**config.mk**
```make
export PLATFORM = sky130hd
export DESIGN_NAME = hazard_ctrl_flat
export DESIGN_NICKNAME = d
export VERILOG_FILES = /design/src/rtl/hazard_ctrl_pkg.sv /design/src/rtl/hazard_ctrl_if.sv /design/src/rtl/hazard_ctrl_hazard_detect.sv /design/src/rtl/hazard_ctrl.sv /design/src/flat_wrapper.sv
export SDC_FILE = /design/constraint.sdc
export NUM_CORES = 1
export LEC_CHECK = 0
export ABC_AREA = 1
export BUFFER_PORTS_ARGS = -buffer_cell sky130_fd_sc_hd__buf_2
export CAP_MARGIN = 20
export CORE_ASPECT_RATIO = 0.6
export CORE_MARGIN = 3
export CORE_UTILIZATION = 44
export CTS_CLUSTER_DIAMETER = 100
export CTS_CLUSTER_SIZE = 12
export DETAILED_ROUTE_END_ITERATION = 7
export HOLD_SLACK_MARGIN = 0.1
export PLACE_DENSITY = 0.76
export SETUP_SLACK_MARGIN = 0.2
export SLEW_MARGIN = 20
export SYNTH_ARGS = -nofsm -noshare
export SYNTH_HDL_FRONTEND = slang
export SYNTH_SLANG_ARGS = --single-unit
```
**constraint.sdc**
```tcl
create_clock -name clk -period 1.5 [get_ports clk]
set_input_delay 0.15 -clock clk [delete_from_list [all_inputs] [get_ports clk]]
set_output_delay 0.15 -clock clk [all_outputs]
set_load 0.01 [all_outputs]
```
**src/rtl/hazard_ctrl_pkg.sv**
```systemverilog
// -----------------------------------------------------------------------------
// hazard_ctrl_pkg
// Shared definitions for the 5-stage pipeline sequencing controller:
//   state_e   - controller state (RUN, LSTALL, STEP)
//   REG_ZERO  - architectural $zero register index (never a real dependency)
//   strobe_t  - the five pipeline-register load enables plus the two bubble
//               clears, bundled so a whole cycle's behaviour is one value
//   STRB_*    - the strobe patterns the controller can emit
// -----------------------------------------------------------------------------
package hazard_ctrl_pkg;

    typedef enum logic [1:0] {
        RUN    = 2'd0,
        LSTALL = 2'd1,
        STEP   = 2'd2
    } state_e;

    localparam logic [4:0] REG_ZERO = 5'd0;

    typedef struct packed {
        logic pc_le;
        logic if_id_le;
        logic id_ex_le;
        logic ex_mem_le;
        logic mem_wb_le;
        logic if_id_clear;
        logic id_ex_clear;
    } strobe_t;

    // Normal flow: every register advances, nothing is squashed.
    localparam strobe_t STRB_RUN   = 7'b11111_00;
    // Taken branch: fetched instruction behind the branch becomes a bubble.
    localparam strobe_t STRB_FLUSH = 7'b11111_10;
    // Load-use stall: PC and IF/ID hold, a bubble enters EX, the load and
    // everything ahead of it keep draining.
    localparam strobe_t STRB_STALL = 7'b00111_01;
    // Full freeze (memory wait or single-step hold).
    localparam strobe_t STRB_HOLD  = 7'b00000_00;
    // While in reset the front of the pipe is held empty.
    localparam strobe_t STRB_RESET = 7'b00000_11;

endpackage

```
**src/rtl/hazard_ctrl_if.sv**
```systemverilog
// -----------------------------------------------------------------------------
// hazard_ctrl_if
// Bundles the pipeline-facing signals of hazard_ctrl.
//   slave  : the controller (consumes ID/EX fields and status, drives strobes)
//   master : the pipeline / environment side
// Inputs to the controller:
//   id_rs, id_rt, id_uses_rt  - source operands of the instruction in ID
//   ex_rt, ex_memtoreg        - destination/load flag of the instruction in EX
//   branch_taken              - branch/jump resolved taken in ID
//   mem_busy                  - data memory not ready, freeze everything
//   step_mode, step_req       - debug single-step enable and advance pulse
//   cnt_clr                   - clear the stall counter
// Outputs from the controller:
//   pc_le .. mem_wb_le        - pipeline register load enables
//   if_id_clear, id_ex_clear  - bubble injection
//   stall_cnt                 - saturating stalled-cycle count
//   busy                      - controller not in RUN
// -----------------------------------------------------------------------------
interface hazard_ctrl_if #(
    parameter int CNT_W = 16
);
    logic [4:0]       id_rs;
    logic [4:0]       id_rt;
    logic             id_uses_rt;
    logic [4:0]       ex_rt;
    logic             ex_memtoreg;
    logic             branch_taken;
    logic             mem_busy;
    logic             step_mode;
    logic             step_req;
    logic             cnt_clr;

    logic             pc_le;
    logic             if_id_le;
    logic             id_ex_le;
    logic             ex_mem_le;
    logic             mem_wb_le;
    logic             if_id_clear;
    logic             id_ex_clear;
    logic [CNT_W-1:0] stall_cnt;
    logic             busy;

    modport slave (
        input  id_rs, id_rt, id_uses_rt, ex_rt, ex_memtoreg,
        input  branch_taken, mem_busy, step_mode, step_req, cnt_clr,
        output pc_le, if_id_le, id_ex_le, ex_mem_le, mem_wb_le,
        output if_id_clear, id_ex_clear, stall_cnt, busy
    );

    modport master (
        output id_rs, id_rt, id_uses_rt, ex_rt, ex_memtoreg,
        output branch_taken, mem_busy, step_mode, step_req, cnt_clr,
        input  pc_le, if_id_le, id_ex_le, ex_mem_le, mem_wb_le,
        input  if_id_clear, id_ex_clear, stall_cnt, busy
    );

endinterface

```
**src/rtl/hazard_ctrl_hazard_detect.sv**
```systemverilog
// -----------------------------------------------------------------------------
// hazard_detect
// Purely combinational load-use comparator. Flags a hazard when the
// instruction in EX is a load whose destination (rt) is a non-zero register
// that the instruction in ID reads as rs, or as rt when ID actually uses rt.
// Ports:
//   id_rs_i, id_rt_i   - source fields of the ID instruction
//   id_uses_rt_i       - ID instruction reads rt
//   ex_rt_i            - load destination held in ID/EX
//   ex_memtoreg_i      - EX instruction is a load
//   hazard_o           - load-use dependency present this cycle
// -----------------------------------------------------------------------------
module hazard_detect
    import hazard_ctrl_pkg::*;
(
    input  logic [4:0] id_rs_i,
    input  logic [4:0] id_rt_i,
    input  logic       id_uses_rt_i,
    input  logic [4:0] ex_rt_i,
    input  logic       ex_memtoreg_i,
    output logic       hazard_o
);

    logic rs_match;
    logic rt_match;

    assign rs_match = (ex_rt_i == id_rs_i);
    // rt only matters for instructions that read it (R-type, store, beq/bne);
    // for I-type ALU/loads rt is a destination and cannot create a dependency.
    assign rt_match = id_uses_rt_i && (ex_rt_i == id_rt_i);

    // Writes to $zero are discarded, so a load into $zero never stalls.
    assign hazard_o = ex_memtoreg_i && (ex_rt_i != REG_ZERO) && (rs_match || rt_match);

endmodule

```
**src/rtl/hazard_ctrl.sv**
```systemverilog
// -----------------------------------------------------------------------------
// hazard_ctrl
// Pipeline sequencing controller for the 5-stage MIPS core. Generates the
// load enables and bubble clears for PC, IF/ID, ID/EX, EX/MEM and MEM/WB,
// covering load-use stalls (LOAD_STALL_CYCLES bubbles), taken-branch flushes,
// data-memory wait freezes and debug single-step. Also keeps a saturating
// count of stalled cycles.
// Parameters:
//   LOAD_STALL_CYCLES - bubbles per load-use hazard (1..7)
//   CNT_W             - stall counter width (must match the interface)
// Ports:
//   clk    - system clock
//   reset  - synchronous, active-high reset
//   bus    - hazard_ctrl_if.slave, all pipeline-facing signals
// All strobes are combinational from state and inputs; the pipeline registers
// sample them on the next clk edge.
// -----------------------------------------------------------------------------
module hazard_ctrl
    import hazard_ctrl_pkg::*;
#(
    parameter int LOAD_STALL_CYCLES = 1,
    parameter int CNT_W             = 16
)
(
    input  logic           clk,
    input  logic           reset,
    hazard_ctrl_if.slave   bus
);

    // Value loaded into rem on entering LSTALL: the hazard cycle itself
    // already counts as the first bubble.
    localparam logic [2:0] REM_LOAD = 3'(LOAD_STALL_CYCLES - 1);

    state_e           state_q, state_d;
    logic [2:0]       rem_q, rem_d;
    logic [CNT_W-1:0] cnt_q, cnt_d;

    logic             hazard;
    logic             run_eval;
    logic             stall_inc;
    strobe_t          strb_fsm;
    strobe_t          strb;

    function automatic logic [CNT_W-1:0] sat_inc(input logic [CNT_W-1:0] v);
        return (&v) ? v : v + 1'b1;
    endfunction

    hazard_detect u_hazard_detect (
        .id_rs_i       (bus.id_rs),
        .id_rt_i       (bus.id_rt),
        .id_uses_rt_i  (bus.id_uses_rt),
        .ex_rt_i       (bus.ex_rt),
        .ex_memtoreg_i (bus.ex_memtoreg),
        .hazard_o      (hazard)
    );

    // Next-state and strobe decode.
    // run_eval marks cycles that behave as ordinary RUN: RUN itself, and a
    // STEP cycle released by step_req.
    always_comb begin
        state_d   = state_q;
        rem_d     = rem_q;
        strb_fsm  = STRB_RUN;
        stall_inc = 1'b0;
        run_eval  = 1'b0;

        if (bus.mem_busy) begin
            // Freeze outranks everything: state and rem are untouched, so an
            // in-progress load stall is stretched rather than consumed.
            strb_fsm  = STRB_HOLD;
            stall_inc = 1'b1;
        end else begin
            unique case (state_q)
                RUN: begin
                    if (bus.step_mode && !bus.step_req) begin
                        strb_fsm = STRB_HOLD;
                        state_d  = STEP;
                    end else begin
                        run_eval = 1'b1;
                    end
                end
                LSTALL: begin
                    strb_fsm  = STRB_STALL;
                    stall_inc = 1'b1;
                    if (rem_q <= 3'd1) begin
                        rem_d   = 3'd0;
                        state_d = bus.step_mode ? STEP : RUN;
                    end else begin
                        rem_d = rem_q - 3'd1;
                    end
                end
                STEP: begin
                    if (!bus.step_mode) begin
                        strb_fsm = STRB_HOLD;
                        state_d  = RUN;
                    end else if (bus.step_req) begin
                        run_eval = 1'b1;
                    end else begin
                        strb_fsm = STRB_HOLD;
                    end
                end
                default: begin
                    strb_fsm = STRB_HOLD;
                    state_d  = RUN;
                end
            endcase

            if (run_eval) begin
                // A branch seen together with a hazard is dropped: its
                // operands are not ready, it re-resolves after the stall.
                if (hazard) begin
                    strb_fsm  = STRB_STALL;
                    stall_inc = 1'b1;
                    if (LOAD_STALL_CYCLES > 1) begin
                        state_d = LSTALL;
                        rem_d   = REM_LOAD;
                    end
                end else if (bus.branch_taken) begin
                    strb_fsm = STRB_FLUSH;
                end
            end
        end
    end

    // Clear wins over a same-cycle increment.
    always_comb begin
        cnt_d = cnt_q;
        if (bus.cnt_clr) begin
            cnt_d = '0;
        end else if (stall_inc) begin
            cnt_d = sat_inc(cnt_q);
        end
    end

    always_ff @(posedge clk) begin
        if (reset) begin
            state_q <= RUN;
            rem_q   <= 3'd0;
            cnt_q   <= '0;
        end else begin
            state_q <= state_d;
            rem_q   <= rem_d;
            cnt_q   <= cnt_d;
        end
    end

    // Reset forces the front of the pipe empty regardless of stored state,
    // so an aborted stall or step leaves nothing behind.
    assign strb = reset ? STRB_RESET : strb_fsm;

    assign bus.pc_le       = strb.pc_le;
    assign bus.if_id_le    = strb.if_id_le;
    assign bus.id_ex_le    = strb.id_ex_le;
    assign bus.ex_mem_le   = strb.ex_mem_le;
    assign bus.mem_wb_le   = strb.mem_wb_le;
    assign bus.if_id_clear = strb.if_id_clear;
    assign bus.id_ex_clear = strb.id_ex_clear;
    assign bus.stall_cnt   = cnt_q;
    assign bus.busy        = !reset && (state_q != RUN);

endmodule

```
**src/flat_wrapper.sv**
```systemverilog
// flat-port wrapper written by rule: the top's interface ports become plain ports
module hazard_ctrl_flat import hazard_ctrl_pkg::*;
#(
    parameter int LOAD_STALL_CYCLES = 1,
    parameter int CNT_W             = 16
)
  (clk, reset, bus_id_rs, bus_id_rt, bus_id_uses_rt, bus_ex_rt, bus_ex_memtoreg, bus_branch_taken, bus_mem_busy, bus_step_mode, bus_step_req, bus_cnt_clr, bus_pc_le, bus_if_id_le, bus_id_ex_le, bus_ex_mem_le, bus_mem_wb_le, bus_if_id_clear, bus_id_ex_clear, bus_stall_cnt, bus_busy);
  hazard_ctrl_if #(.CNT_W(CNT_W)) bus_i ();
  input  logic clk;
  input  logic reset;
  input wire logic [$bits(bus_i.id_rs)-1:0] bus_id_rs;
  input wire logic [$bits(bus_i.id_rt)-1:0] bus_id_rt;
  input wire logic [$bits(bus_i.id_uses_rt)-1:0] bus_id_uses_rt;
  input wire logic [$bits(bus_i.ex_rt)-1:0] bus_ex_rt;
  input wire logic [$bits(bus_i.ex_memtoreg)-1:0] bus_ex_memtoreg;
  input wire logic [$bits(bus_i.branch_taken)-1:0] bus_branch_taken;
  input wire logic [$bits(bus_i.mem_busy)-1:0] bus_mem_busy;
  input wire logic [$bits(bus_i.step_mode)-1:0] bus_step_mode;
  input wire logic [$bits(bus_i.step_req)-1:0] bus_step_req;
  input wire logic [$bits(bus_i.cnt_clr)-1:0] bus_cnt_clr;
  output wire logic [$bits(bus_i.pc_le)-1:0] bus_pc_le;
  output wire logic [$bits(bus_i.if_id_le)-1:0] bus_if_id_le;
  output wire logic [$bits(bus_i.id_ex_le)-1:0] bus_id_ex_le;
  output wire logic [$bits(bus_i.ex_mem_le)-1:0] bus_ex_mem_le;
  output wire logic [$bits(bus_i.mem_wb_le)-1:0] bus_mem_wb_le;
  output wire logic [$bits(bus_i.if_id_clear)-1:0] bus_if_id_clear;
  output wire logic [$bits(bus_i.id_ex_clear)-1:0] bus_id_ex_clear;
  output wire logic [$bits(bus_i.stall_cnt)-1:0] bus_stall_cnt;
  output wire logic [$bits(bus_i.busy)-1:0] bus_busy;
  assign bus_i.id_rs = bus_id_rs;
  assign bus_i.id_rt = bus_id_rt;
  assign bus_i.id_uses_rt = bus_id_uses_rt;
  assign bus_i.ex_rt = bus_ex_rt;
  assign bus_i.ex_memtoreg = bus_ex_memtoreg;
  assign bus_i.branch_taken = bus_branch_taken;
  assign bus_i.mem_busy = bus_mem_busy;
  assign bus_i.step_mode = bus_step_mode;
  assign bus_i.step_req = bus_step_req;
  assign bus_i.cnt_clr = bus_cnt_clr;
  assign bus_pc_le = bus_i.pc_le;
  assign bus_if_id_le = bus_i.if_id_le;
  assign bus_id_ex_le = bus_i.id_ex_le;
  assign bus_ex_mem_le = bus_i.ex_mem_le;
  assign bus_mem_wb_le = bus_i.mem_wb_le;
  assign bus_if_id_clear = bus_i.if_id_clear;
  assign bus_id_ex_clear = bus_i.id_ex_clear;
  assign bus_stall_cnt = bus_i.stall_cnt;
  assign bus_busy = bus_i.busy;
  hazard_ctrl #(.LOAD_STALL_CYCLES(LOAD_STALL_CYCLES), .CNT_W(CNT_W)) u_core (.clk(clk), .reset(reset), .bus(bus_i));
endmodule
```
==> run summary, run 1 <==
The number of antenna violations at the first check in global routing came out at 0. The tree built by TritonCTS fans out to 17 sinks. The number of instances in the placed design is 304. The placed instance area is 0.00167 sq mm. The type of the most critical hold path is primary input to register. Summed over all instances, the cell type with the most area after synthesis is sky130_fd_sc_hd__dfxtp_1.

The flop and latch count out of synthesis came out at 17. The top cell family by delay on the critical path is simple AND/OR/NAND/NOR gates. Buffers inserted to repair hold after CTS numbered 0. The buffer and inverter count on the worst path came out at 1. The number of DRC violations after detailed routing is 0. Ranked by total cell area, the synthesized netlist is headed by sky130_fd_sc_hd__dfxtp_1, sky130_fd_sc_hd__nand2_1, sky130_fd_sc_hd__nor2_1, sky130_fd_sc_hd__nand3_1, sky130_fd_sc_hd__inv_1. The worst stage delay on the critical path is 0.37 ns. The average footprint of a synthesized cell is 5.85 sq um.

The required time of the critical path came out at 1.66 ns. At the end of the flow the core is filled with cells to 73.1%. The first element of the critical path is u_core.bus.stall_cnt[0]$_SDFFE_PP0P_. Entering global routing, the biggest net connects 31 pins. The post-synthesis cell area is 0.00125 sq mm. The worst clock skew is 0.00739 ns. The number of max-slew violations in the final report is 0. The unique cell type count in the Yosys netlist came out at 24. The post-detailed-routing wire length is 3550 um. The standby leakage power is 1.07 nW. Counting instances, the worst hold path has a depth of 2. Traced cell by cell, the critical path runs through ha_4 > nand2_4 > nor3_4 > buf_6 > nand4_1 > and2_1 > nand2_1 > nand2_1 > nand2_1 > nor2_1. The weighted congestion at the end of routability-driven global placement came out at 0.857. The dominant combinational cell family by area after synthesis is simple AND/OR/NAND/NOR gates. The die covers 0.00354 sq mm. The area inside the core boundary came out at 0.00261 sq mm. The critical path data arrival time came out at 1.70 ns. Among all stages on the critical path, the largest delay is contributed by sky130_fd_sc_hd__dfxtp_4.

Synthesis produced a netlist with a net count of 239. The transition at the pin with the smallest max-transition slack is 0.253 ns. The clock-pin transition on the worst setup and hold timing paths is 0.07 ns.

Summed over all layers, the global routing overflow is 0. The sort of element at the start of the critical path is a register. The critical path depth in cells came out at 10. The placed wire-length estimate came out at 2480 um.

The final number of setup-violating endpoints came out at 1. The sequential element share of the synthesized area came out at 27.2%. The largest buffer count on any clock path came out at 2.

The initial utilization of the core area, before any placement, comes to 47.9%. The global-route usage over all layers is 18.4%. The most frequent cell after synthesis is sky130_fd_sc_hd__nand2_1. For this design the top-level I/O count stands at 48. The synthesized-area fraction occupied by adder cells came out at 1.00%.

The number of standard cells after synthesis is 214. The minimum hold slack is 0.152 ns. In this run the critical register-to-register path is captured at u_core.bus.stall_cnt[6]$_SDFFE_PP0P_. The run finished, with violations left. Dividing total power by cell area gives a power density of 532 mW/mm^2. The die is 47.3 um tall. The number of buffers added on ports is 47. In the final layout, the share of cells above drive strength 1 is 45.2%. Max-cap violations in this run came to 0. The startpoint identified for the worst hold timing path is bus_step_mode. The area growth from synthesis to layout is 52.5%.

Dividing the detail-routed wire length by the instance count gives 11.3 um. The antenna diode instance count is 0. The post-synthesis share of cell area spent on and, or, nand and nor gates is 48.3%.

The setup slack on the worst flop-to-flop path came out at -0.04 ns. In this run the remaining antenna-violating nets after routing total 0. The initialized floorplan defines 14 standard-cell rows. The number of DRC markers in iteration 0 is 68.

TritonCTS built the clock tree. The number of cells traversed by the worst register-to-register path is 10. The horizontal die dimension is 74.8 um. The most frequent cell on the critical path is sky130_fd_sc_hd__nand2_1. The xor/xnor share of the synthesized area is 0.700%.

Setup repair after global routing could not meet its margin everywhere. The number of nets at the end of the flow came out at 309. The worst setup path is of the register to register kind. The total power of the final layout is 1.01 mW. The count of placed standard cells in the final layout, fillers left out is 315.

By count the netlist is led by sky130_fd_sc_hd__nand2_1, sky130_fd_sc_hd__nor2_1, sky130_fd_sc_hd__inv_1. CTS placed an instance of sky130_fd_sc_hd__clkbuf_8 at the clock tree root. The number of iterations in the first detailed-routing pass is 4. The most used flip-flop cell after synthesis is sky130_fd_sc_hd__dfxtp_1. The worst-skew pair later-pin latency came out at 0.26 ns. The Yosys step of the flow raised 0 warnings. The first global-routing pass estimated 4850 um of wire.

The checks that failed: negative setup slack. The setup total negative slack came out at -0.0384 ns. Counting the buffers created by CTS gives 3. The worst path uses 103% of the clock period. The detailed-route vias per instance came out at 4.84. The fraction of post-synthesis cell area in the top cell type by area is 27.2%. The worst path setup slack after routing is -0.0384 ns. The share of the synthesized area in compound gates (AO/OA/AOI/OAI) came out at 8.80%. The number of global-route vias before repair is 1069. The area of all placed cells without fillers is 0.00191 sq mm. The proportion of synthesized flip-flops having asynchronous set or reset is 0%. In this run the number of H-tree levels came out at 1. The vias after detailed routing is 1525. IR analysis of the VDD net gives a maximum drop of 348 uV. The number of flops mapped to enable cells by yosys is 0. At the placement stage, the worst setup path has a slack of -0.0204 ns.

The critical-path maximum fanout is 3. The mux cell area share after synthesis came out at 0%. The startpoint identified for the worst register-to-register timing path is u_core.bus.stall_cnt[0]$_SDFFE_PP0P_. The worst setup path is captured at a register. The worst hold path terminates at u_core.state_q[1]$_SDFFE_PP0P_. The hold violation count in the final report came out at 0.

Headroom to the max-slew limit came out at 83.1%. The minimum clock period after layout is 1.54 ns. The highest clock frequency the design can meet came out at 650 MHz.
==> layout by cell type, fill, tap and decap left out, types with 2 or more instances in the layout <==
cell                       count
sky130_fd_sc_hd__nand2_1      51
sky130_fd_sc_hd__nand3_2       8
sky130_fd_sc_hd__o21ai_0       2
sky130_fd_sc_hd__dfxtp_1       9
sky130_fd_sc_hd__dfxtp_4       2
sky130_fd_sc_hd__nor2_2        7
sky130_fd_sc_hd__inv_1        21
sky130_fd_sc_hd__dfxtp_2       6
sky130_fd_sc_hd__nor3_4        3
sky130_fd_sc_hd__a21oi_1      12
sky130_fd_sc_hd__nor2_1       29
sky130_fd_sc_hd__buf_2        43
sky130_fd_sc_hd__nand2_2       8
sky130_fd_sc_hd__a21oi_2       2
sky130_fd_sc_hd__clkbuf_8      3
sky130_fd_sc_hd__and3_1        3
sky130_fd_sc_hd__buf_4        21
sky130_fd_sc_hd__o21ai_1       3
sky130_fd_sc_hd__nand3_1      15
sky130_fd_sc_hd__nand4_1       6
sky130_fd_sc_hd__buf_6         8
sky130_fd_sc_hd__inv_2        11
==> how the worst max path moves through the flow <==
stage,endpoint
2_1_floorplan,u_core.bus.stall_cnt[8]$_SDFFE_PP0P_
3_3_place_gp,u_core.bus.stall_cnt[6]$_SDFFE_PP0P_
3_5_place_dp,u_core.bus.stall_cnt[6]$_SDFFE_PP0P_
4_1_cts,u_core.bus.stall_cnt[6]$_SDFFE_PP0P_
5_1_grt,u_core.bus.stall_cnt[6]$_SDFFE_PP0P_
6_report,u_core.bus.stall_cnt[6]$_SDFFE_PP0P_
==> sequential cells by signal, indices dropped and copies added, names as in the netlist <==
register	cells
u_core.bus.stall_cnt	16
u_core.state_q	1
==> metal layers <==
metal	vias up	wire, um	part of all wire (%)	GRT usage (%)
met4	0	25	0.70	4.26
met3	2	273	7.7	5.34
met2	52	1470	41	24.7
li1	814	-	-	-
met1	657	1790	50	28.3
met5	-	0	0	0
==> power by group <==
part / internal (mW) / switching [mW] / total (mW)
Sequential: 0.455 / 0.00524 / 0.460
Clock: 0.185 / 0.166 / 0.351
Combinational: 0.0887 / 0.115 / 0.204
Total: 0.728 / 0.286 / 1.01
==> cell type report <==
cell class	instances	area, sq um
clock buffer	3	41.3
clock inverter	1	5.00
fill	204	702
inverter	32	120
multi-input combinational	157	863
sequential	17	355
tap	32	40.0
timing repair buffer	73	483
==> cells by family (layout without fill, tap and decap cells) <==
family | Yosys count | after routing
AND/OR/NAND/NOR | 134 | 134
buffers and inverters | 40 | 109
AO/OA/AOI/OAI | 21 | 21
flip-flops | 17 | 17
adder cells (fa/ha/maj) | 1 | 1
XOR/XNOR | 1 | 1
==> repair_timing <==
item / 4_1_cts / 5_1_grt
pin swaps: 15 / 20
setup buffers: 4 / 3
hold endpoints to repair: 0 / 0
gates resized for setup: 13 / 32
endpoints found under the setup margin: 20 / 20
==> worst register-to-register path: cells and delay by family (launching register included) <==
family / cells / cell delay [ns]
DFF: 1 / 0.37
and+or+nand+nor: 8 / 0.79
buffers and inverters: 1 / 0.14
adders and majority gates: 1 / 0.14
Note: power is estimated with default switching activity, not from simulation.
==> inputs of run 2 (changes only) <==
REMOVE_ABC_BUFFERS = 1   (was not set)
SKIP_LAST_GASP = 1   (was not set)
==> run summary, run 2 (synthesis results as in run 1) <==
The number of cell rows is 14. On the final layout, the worst clock skew is 0.00146 ns. The area inside the core boundary is 0.00261 sq mm. The total power of the final layout is 1.02 mW. The number of antenna violations at the first check in global routing came out at 0.

The routed length on met3 is 224 um. The total area of sequential cells came out at 347 sq um. Setup repair after global routing could not meet its margin everywhere.

The number of buffers inserted during clock tree synthesis is 3. The remaining global-route overflow is 0. The largest buffer count on any clock path is 2. The cell depth of the worst hold path is 2. The horizontal die dimension came out at 74.8 um. Summed over all cells, the static leakage comes to 1.06 nW.

The vias after detailed routing is 1546. TritonCTS built the clock tree. The number of instances in the placed design is 304. The final reports fail on negative setup slack. The die outline height came out at 47.3 um. The worst register-to-register path begins at u_core.bus.stall_cnt[15]$_SDFFE_PP0P_.

The required time of the critical path came out at 1.66 ns. The count of placed standard cells in the final layout, fillers left out is 315. The type of the most critical hold path is primary input to register. The transition at the pin with the smallest max-transition slack came out at 0.224 ns.

The later pin in the worst-skew pair is clocked with a latency of 0.26 ns. The number of iterations in the first detailed-routing pass is 4. The detailed router finished its first iteration with 86 violations. The filler cells instantiated in the layout total 219. The critical path data arrival time is 1.70 ns. Routability-driven placement finished with a final weighted congestion of 0.856. The critical-path maximum fanout is 4.

After detailed routing, the met2 layer carries 1560 um of wire. The number of flip-flops under the largest register name is 16. The maximum number of pins on one net before global-route repair is 31. The run finished, with violations left. The hold violation count in the final report came out at 0. The tightest slew margin relative to the limit is 84.9%.

The initial cell density of the core is 47.9%. The detailed-route vias per instance is 4.91. The buffer and inverter count on the worst path came out at 1. The total of max-cap violations is 0.

The final number of setup-violating endpoints is 3. The endpoint identified for the worst register-to-register timing path is u_core.bus.stall_cnt[6]$_SDFFE_PP0P_. Once detail routing completed, the nets flagged for antenna violations numbered 0. The share of layout cells above drive strength 1 is 39.9%. After detailed routing, the average wire length per cell comes to 11.3 um.

The detailed router used layers up to and including met4. The antenna diode instance count is 0. The clock-pin transition on the worst setup and hold timing paths is 0.07 ns.

Clock tree synthesis selected as its root buffer the cell sky130_fd_sc_hd__clkbuf_8. The endpoint class of the critical path is a register. Subtracting the final worst setup slack from the clock period gives 1.55 ns. The worst stage delay on the critical path is 0.38 ns. The final critical path takes up 103% of the cycle.

The peak ir drop on the vdd network is 471 uV. The number of levels in the clock H-tree came out at 1. Across all register-to-register paths, the minimum setup slack is -0.05 ns. The number of buffers added on ports came out at 47. The critical path goes through nand2_1 > nor2_2 > buf_4 > nand4_1 > and2_1 > nand2_1 > nand2_1 > nand2_1 > nor2_1. The multi-input logic area is 837 sq um. The total power per unit cell area is 553 mW/mm^2. The overall die area is 0.00354 sq mm. The library cells used most frequently in the layout, excluding fill and tap cells, are sky130_fd_sc_hd__nand2_1, sky130_fd_sc_hd__buf_2, sky130_fd_sc_hd__nor2_1.

The count of boundary I/O pins came out at 48. The placed wire-length estimate is 2480 um. The number of DRC violations after detailed routing came out at 0.

The highest clock frequency the design can meet came out at 647 MHz. The critical path class is register to register. After detailed routing, the total wire length is 3550 um.

Leaving out fill and tap cells, the most frequent cell in the layout is sky130_fd_sc_hd__nand2_1. The global-route usage over all layers came out at 21.2%. On the critical path the largest part of the delay comes from simple AND/OR/NAND/NOR gates. The startpoint of the most critical hold path is bus_step_mode. The slowest stage of the critical path is the sky130_fd_sc_hd__dfxtp_1 cell.

The wire length of the first global-routing pass is 5550 um. The number of nets at the end of the flow came out at 309. The worst path setup slack after routing came out at -0.0464 ns.

The number of max-slew violations in the final report is 0. The post-place setup slack is -0.0907 ns. For hold timing, the worst endpoint is u_core.state_q[1]$_SDFFE_PP0P_. The clock drives 17 sinks. The most numerous cell type found on the critical path is sky130_fd_sc_hd__nand2_1. The number of global-route vias before repair is 1271. The number of cells traversed by the worst register-to-register path is 9. The detailed-route wire length on metal 1 is 1730 um. The worst setup path is launched from a register. The hold buffer count at CTS came out at 0. The area growth from synthesis to layout came out at 47.0%.
==> run 2: cell count changes in the layout (fill, tap and decap cells not counted), sizes merged <==
cell,before,now
clkbuf,3,4
clkinv,1,0
==> run 2: worst max-delay path by stage <==
stage / start / endpoint / slack, ns / depth (start not counted)
after floorplan: u_core.bus.stall_cnt[0]$_SDFFE_PP0P_ / u_core.bus.stall_cnt[14]$_SDFFE_PP0P_ / -0.20 / 8
after detailed placement: u_core.bus.stall_cnt[1]$_SDFFE_PP0P_ / u_core.bus.stall_cnt[14]$_SDFFE_PP0P_ / -0.09 / 8
after global placement: u_core.bus.stall_cnt[0]$_SDFFE_PP0P_ / u_core.bus.stall_cnt[11]$_SDFFE_PP0P_ / -0.07 / 9
final: u_core.bus.stall_cnt[15]$_SDFFE_PP0P_ / u_core.bus.stall_cnt[6]$_SDFFE_PP0P_ / -0.05 / 9
after CTS: u_core.bus.stall_cnt[0]$_SDFFE_PP0P_ / u_core.bus.stall_cnt[0]$_SDFFE_PP0P_ / 0.03 / 8
after global routing: u_core.bus.stall_cnt[0]$_SDFFE_PP0P_ / u_core.bus.stall_cnt[6]$_SDFFE_PP0P_ / -0.16 / 10
==> run 2: stage by stage <==
step / setup TNS [ns] / instance area, sq um / hold WS, ns / util (%)
floorplan: -1.75 / 1200 / 0.288 / -
global placement: -0.465 / 1630 / 0.412 / 62.3
detailed placement: -0.760 / 1630 / 0.408 / 62.3
CTS: 0 / 1790 / 0.137 / 68.4
global route: -1.75 / 1840 / 0.147 / 70.5
finish: -0.0870 / 1840 / 0.147 / 70.5
==> run 2: power by group <==
part	total, mW	switching [mW]	internal [mW]
clock network	0.360	0.171	0.189
registers	0.462	0.00479	0.457
logic	0.196	0.112	0.0835
==> run 2: layout make-up <==
class	count	share of cell area (%)
repair buffers	73	24.5
well taps	32	2.18
clock buffers	4	2.45
flip-flops and latches	17	18.8
inverters	32	6.53
multi-input cells	157	45.5
==> run 2: timing repair <==
action                     in CTS  in global routing
pin swaps                       6                  8
setup buffers                   5                  2
gates resized for setup        23                 12
cloned                          0                  0
setup endpoints to repair      20                 20
==> run 2: metal layers <==
metal | track usage [%] | vias to the layer above
li1 | - | 821
met1 | 29.1 | 670
met2 | 31.0 | 51
met3 | 6.62 | 4
met4 | 8.87 | 0
met5 | 0 | -
